File: src/rtl/window_scan_controller.sv
// window_scan_controller
// Walks a 3x3 window across an IMG_W x IMG_H frame in raster order.
// Each column step is one windowBuffer shift followed by three pixel reads
// (rows row_top, row_top+1 and row_top+2). Once three columns are loaded,
// the full window is offered downstream on a valid/ready handshake.
// Moving to a new row band reloads three columns before the next window.

module window_scan_controller #(
    parameter int IMG_W  = 64,
    parameter int IMG_H  = 64,
    parameter int ADDR_W = 16
) (
    input  logic              clk,
    input  logic              n_rst,
    input  logic              start,
    output logic              busy,
    output logic              done,
    output logic              start_shift,
    output logic [1:0]        shift_direc,
    input  logic              shift_done,
    output logic              start_read,
    output logic [ADDR_W-1:0] read_addr,
    output logic [3:0]        read_slot,
    input  logic              read_done,
    output logic              win_valid,
    input  logic              win_ready,
    output logic [15:0]       win_x,
    output logic [15:0]       win_y
);

    typedef enum logic [2:0] {
        IDLE,
        SHIFT,
        READ,
        EMIT,
        DONE
    } state_t;

    // Scan limits. LAST_ROW_TOP is the last top row of a 3-row band that fits in the frame.
    localparam logic [15:0]       LAST_COL     = 16'(IMG_W - 1);
    localparam logic [15:0]       LAST_ROW_TOP = 16'(IMG_H - 3);
    localparam logic [15:0]       FIRST_EMIT   = 16'd2;
    localparam logic [ADDR_W-1:0] ROW_STRIDE   = ADDR_W'(IMG_W);
    localparam logic [ADDR_W-1:0] ROW_STRIDE2  = ADDR_W'(2 * IMG_W);

    state_t state_q, state_d;

    // Column currently being loaded, or presented as the right edge of the window in EMIT.
    logic [15:0] col_q, col_d;

    // Top row of the current 3-row band.
    logic [15:0] rowTop_q, rowTop_d;

    // Row within the band being read: 0, 1 or 2.
    logic [1:0] rowSel_q, rowSel_d;

    // Address of pixel (rowTop, 0). It is kept as a running sum so no multiplier is needed.
    logic [ADDR_W-1:0] rowBase_q, rowBase_d;

    // Offset of the selected band row from rowBase: 0, IMG_W or 2*IMG_W.
    logic [ADDR_W-1:0] rowOffset;

    // Decision terms for the end of a column and the end of a window.
    logic lastRowOfBand;
    logic windowLoaded;
    logic moreCols;
    logic moreRows;

    // State and scan counters. Reset is synchronous, and a reset mid-scan abandons any request.
    always_ff @(posedge clk) begin
        if (!n_rst) begin
            state_q   <= IDLE;
            col_q     <= '0;
            rowTop_q  <= '0;
            rowSel_q  <= '0;
            rowBase_q <= '0;
        end else begin
            state_q   <= state_d;
            col_q     <= col_d;
            rowTop_q  <= rowTop_d;
            rowSel_q  <= rowSel_d;
            rowBase_q <= rowBase_d;
        end
    end

    // Decode the scan position into the branch conditions used by the FSM.
    always_comb begin
        lastRowOfBand = (rowSel_q == 2'd2);
        windowLoaded  = (col_q >= FIRST_EMIT);
        moreCols      = (col_q < LAST_COL);
        moreRows      = (rowTop_q < LAST_ROW_TOP);
    end

    // Select the band-row offset without multiplying.
    always_comb begin
        rowOffset = '0;
        case (rowSel_q)
            2'd0:    rowOffset = '0;
            2'd1:    rowOffset = ROW_STRIDE;
            default: rowOffset = ROW_STRIDE2;
        endcase
    end

    // Next-state logic. Handshake inputs are only honoured in their matching state.
    always_comb begin
        state_d   = state_q;
        col_d     = col_q;
        rowTop_d  = rowTop_q;
        rowSel_d  = rowSel_q;
        rowBase_d = rowBase_q;

        case (state_q)
            IDLE: begin
                if (start) begin
                    state_d   = SHIFT;
                    col_d     = '0;
                    rowTop_d  = '0;
                    rowSel_d  = '0;
                    rowBase_d = '0;
                end
            end

            SHIFT: begin
                if (shift_done) begin
                    rowSel_d = '0;
                    state_d  = READ;
                end
            end

            READ: begin
                if (read_done) begin
                    if (!lastRowOfBand) begin
                        rowSel_d = rowSel_q + 2'd1;
                    end else if (windowLoaded) begin
                        state_d = EMIT;
                    end else begin
                        col_d   = col_q + 16'd1;
                        state_d = SHIFT;
                    end
                end
            end

            EMIT: begin
                if (win_ready) begin
                    if (moreCols) begin
                        col_d   = col_q + 16'd1;
                        state_d = SHIFT;
                    end else if (moreRows) begin
                        rowTop_d  = rowTop_q + 16'd1;
                        rowBase_d = rowBase_q + ROW_STRIDE;
                        col_d     = '0;
                        state_d   = SHIFT;
                    end else begin
                        state_d = DONE;
                    end
                end
            end

            DONE: begin
                state_d = IDLE;
            end

            default: begin
                state_d = IDLE;
            end
        endcase
    end

    // Moore outputs. Each request is decoded from a single state, so at most one is high at a time.
    always_comb begin
        busy        = 1'b0;
        done        = 1'b0;
        start_shift = 1'b0;
        shift_direc = 2'b00;
        start_read  = 1'b0;
        read_addr   = '0;
        read_slot   = 4'd0;
        win_valid   = 1'b0;
        win_x       = '0;
        win_y       = '0;

        case (state_q)
            SHIFT: begin
                busy        = 1'b1;
                start_shift = 1'b1;
                shift_direc = 2'b01;
            end

            READ: begin
                busy       = 1'b1;
                start_read = 1'b1;
                read_addr  = rowBase_q + rowOffset + ADDR_W'(col_q);
                read_slot  = 4'd6 + {2'b00, rowSel_q};
            end

            EMIT: begin
                busy      = 1'b1;
                win_valid = 1'b1;
                win_x     = col_q - 16'd1;
                win_y     = rowTop_q + 16'd1;
            end

            DONE: begin
                done = 1'b1;
            end

            default: begin
                busy = 1'b0;
            end
        endcase
    end

endmodule

File: config.mk
export PLATFORM = sky130hd
export DESIGN_NAME = window_scan_controller
export DESIGN_NICKNAME = d
export VERILOG_FILES = /design/src/rtl/window_scan_controller.sv
export SDC_FILE = /design/constraint.sdc
export NUM_CORES = 1
export LEC_CHECK = 0
export CORE_ASPECT_RATIO = 0.6
export CORE_MARGIN = 3
export CORE_UTILIZATION = 35
export CTS_BUF_LIST = sky130_fd_sc_hd__clkbuf_8
export DETAILED_ROUTE_END_ITERATION = 10
export GPL_ROUTABILITY_DRIVEN = 0
export PLACE_DENSITY = 0.64
export SYNTH_ARGS = -nofsm -noshare
export SYNTH_HDL_FRONTEND = slang
export SYNTH_SLANG_ARGS = --single-unit
File: constraint.sdc
create_clock -name clk -period 3.15 [get_ports clk]
set_clock_uncertainty 0.2 [all_clocks]
set_input_delay 0.945 -clock clk [delete_from_list [all_inputs] [get_ports clk]]
set_output_delay 0.945 -clock clk [all_outputs]
set_load 0.03 [all_outputs]
==> results.py <==
metrics = {
    "pwr": {
        "p_seq_frac": 0.241,
        "clkPwrFrac": 0.143,
        "peakVddDrop_mv": 0.329,
        "p_per_area_nw_per_um2": 506,
        "intPower_mw": 1.49,
        "swShare": 0.445,
        "power_frac_comb": 0.616,
        "power_switching_mw": 1.20,
        "leakagePower_nw": 2.36,
    },
    "floorplan": {
        "initial_core_util": 0.375,
        "core-area_um2": 9560,
        "die-area_um2": 11500,
        "fp.dieW_um": 137,
        "die_h_um": 84.4,
        "row_count": 27,
        "pin_count": 65,
    },
    "layout": {
        "drive_above_1_share": 0.387,
        "insertedDiodeCount": 0,
        "num-fill-cells": 866,
        "finalCoreUtilization": 0.557,
        "area_growth_pct": 48.6,
        "fin_nets": 617,
    },
    "timing": {
        "setup_viol": 18,
        "layout_setup_ws_ns": -0.917,
        "hold_viol_final": 0,
        "worst_pin_slew_ns": 0.705,
        "max-slew-margin-rel": 0.528,
        "fmax_ghz": 0.246,
        "layout_worst_path_cycle_share": 1.29,
        "min_period_ns": 4.07,
        "slew_violations": 0,
        "rsz0062_at_grt": "true",
        "tns_ns": -7.00,
    },
    "critical_path": {
        "r2r_slack_ns": 0.28,
        "required_ns": 2.00,
        "crit_top_cell": "ha_4",
        "endpoint_kind": "primary output",
        "worstPathCellList": "inv_4 > ha_4 > nor2_4 > fa_2 > ha_4 > buf_6 > a31oi_4 > o21ai_2 > o311a_1 > o211ai_1 > clkbuf_16",
        "rr_worst_depth": 12,
        "worstPathArrival_ns": 2.92,
        "rr_endpoint": "rowTop_q[3]",
        "critPathLaunchType": "flip-flop",
        "worstPathMaxFanout": 3,
        "r2r_start": "col_q[11]",
        "slowest_stage": "fa_2",
        "critPathMaxStageDelay_ns": 0.48,
        "setup.worst_path.class": "flip-flop to primary output",
    },
    "synthesis": {
        "synth_area_um2": 3580,
        "synth_ff_type": "dfxtp_1",
        "synth_top_family_by_area": "simple AND/OR/NAND/NOR gates",
        "synth_most_common_cell": "nor2_1",
        "synth_fa_ha_area_frac": 0.105,
        "avgSynthCellArea_um2": 7.93,
        "synth_edf_count": 0,
        "synth_top_area_share": 0.263,
        "synth_cell_types": 67,
        "yosys_warnings": 0,
        "synthArstFlopShare": 0,
        "ys_ff_latch": 47,
        "synth_xor_xnor_area_share": 0.100,
        "synth.largest_area_cell": "dfxtp_1",
        "ys_seq_area_frac": 0.263,
        "synthSimpleGateAreaFrac": 0.280,
        "synth_area_leaders": "dfxtp_1 26%, ha_1 9.4%, nor2_1 8.0%",
        "synthMuxAreaShare": 0.0258,
        "synth-compound-area-share": 0.163,
        "synth_common_cells": "76 x nor2_1, 47 x dfxtp_1, 27 x ha_1",
        "syn_inst": 452,
    },
    "detailed_routing": {
        "first_pass_iters": 5,
        "routed_wl_mm": 11.4,
        "drcViolationCount": 0,
        "vias": 3770,
        "initialDrtViolationCount": 297,
        "wl_per_cell_um": 16.0,
        "avgViaCountPerCell": 5.29,
        "drtAntennaViolNets": 0,
    },
    "worst_hold_path": {
        "hold_end": "rowTop_q[7]",
        "min_delay_path_depth": 1,
        "hp-class": "flip-flop to flip-flop",
        "hp-start": "rowTop_q[7]",
    },
    "grt": {
        "grt_remaining_overflow": 0,
        "grt_pass1_wl_mm": 18.3,
        "grt_max_degree": 25,
        "grtUsageTotal": 0.196,
        "grt_pass1_vias": 3562,
        "antenna_found_initial": 0,
    },
    "clock_tree": {
        "root_buffer": "clkbuf_8",
        "cts_buffers": 5,
        "tritoncts": "built",
        "h-tree-depth": 2,
        "cts.sinks": 47,
        "clkLatencyLatePin_ns": 0.31,
        "clkTransAtPathRegs_ns": 0.09,
        "clk_path_buf_depth": 2,
    },
    "placement": {
        "hpwlAfterDp_mm": 8.61,
        "port_buffers": 63,
    },
    "run_status": {
        "status": "finished, violations left",
        "violations": "setup timing",
    },
    "job": {
        "maxCapViolCount": 0,
    },
}
## cells by family (layout without fill, tap and decap cells)
kind of cell | after synthesis | in the layout
buf+inv | 49 | 178
fa+ha+maj | 29 | 29
mux | 9 | 9
compound gates | 79 | 79
xor+xnor | 41 | 41
simple gates | 197 | 197
flops | 47 | 47
other cells | 1 | 2
## area by class of cell
type                            instances  area [um^2]  share of cell area
Sequential cell                        47          968               0.182
Timing Repair Buffer                  145         1210               0.228
Clock buffer                            6         82.6              0.0155
Multi-Input combinational cell        357         2790               0.523
Inverter                               26          105              0.0198
Clock inverter                          1         5.00            0.000941
Tap cell                              130          163              0.0306
## worst max path at each step
stage                 from  depth (start not counted)  slack (ns)       endpoint
2_1_floorplan  rowSel_q[1]                         11       -0.40  read_addr[14]
3_5_place_dp   rowSel_q[1]                         12       -0.88  read_addr[12]
5_1_grt        rowSel_q[1]                         11       -1.02  read_addr[13]
3_3_place_gp   rowSel_q[1]                         12       -0.83  read_addr[12]
6_report       rowSel_q[1]                         11       -0.92  read_addr[13]
4_1_cts        rowSel_q[1]                         12       -0.90  read_addr[13]
## worst max-delay path, delay by kind of cell, from the launching register on
kind | cells | cell delay, ns
AO/OA/AOI/OAI | 4 | 0.91
adder cells (fa/ha/maj) | 3 | 0.81
buffers and inverters | 3 | 0.38
flip-flops | 1 | 0.36
AND/OR/NAND/NOR | 1 | 0.15
## power groups by stage
stage	sequential [mW]	clock [mW]	combinational, mW
2_1_floorplan	0.655	0	0.940
3_3_place_gp	0.661	0	1.49
3_5_place_dp	0.664	0	1.50
4_1_cts	0.653	0.392	1.61
5_1_grt	0.654	0.416	1.79
6_report	0.650	0.385	1.66
## state kept, by name, indices dropped and copies added, names as in the netlist
name and count:
rowBase_q 10, col_q 16, rowTop_q 16, rowSel_q 2, state_q 3
## per-layer routing
metal	up-vias	global-route usage	share of wire	wire length, um
met5	-	0	0	0
met2	104	0.272	0.41	4700
met4	0	0.0302	0.0050	57
met3	6	0.0377	0.063	714
met1	1808	0.314	0.52	5890
li1	1852	-	-	-
## stage by stage
step	setup WS, ns	hold WS, ns	instance area [um^2]	power, mW	instances
finish	-0.917	0.313	5320	2.69	712
global route	-1.02	0.333	5320	2.86	712
CTS	-0.902	0.318	5180	2.66	708
detailed placement	-0.883	0.293	4790	2.17	693
global placement	-0.834	0.294	4790	2.15	693
floorplan	-0.402	0.265	3700	1.59	453
## cell usage in the layout (no fill, tap or decap), types with 4 or more instances in the layout
master,count
mux2i_1,7
nand2_1,20
inv_1,22
xor2_1,17
dfxtp_1,33
buf_6,18
and3_1,22
a21oi_1,14
clkbuf_8,6
nand4_1,4
ha_1,21
a31oi_1,8
nand3_1,18
dfxtp_2,10
or3_1,10
nor2_1,66
nor2_4,5
dfxtp_4,4
buf_4,113
xnor2_1,19
o21ai_0,14
nor2_2,6
ha_4,6
clkdlybuf4s50_1,9
## repair_timing
item                                    in CTS  in global routing
setup buffers                                9                  4
endpoints found under the setup margin      22                 29
hold endpoints to repair                     0                  0
pin swaps                                   28                 16
gates resized for setup                     59                 37
hold buffers                                 0                  0
Note: power is estimated with default switching activity, not from simulation.
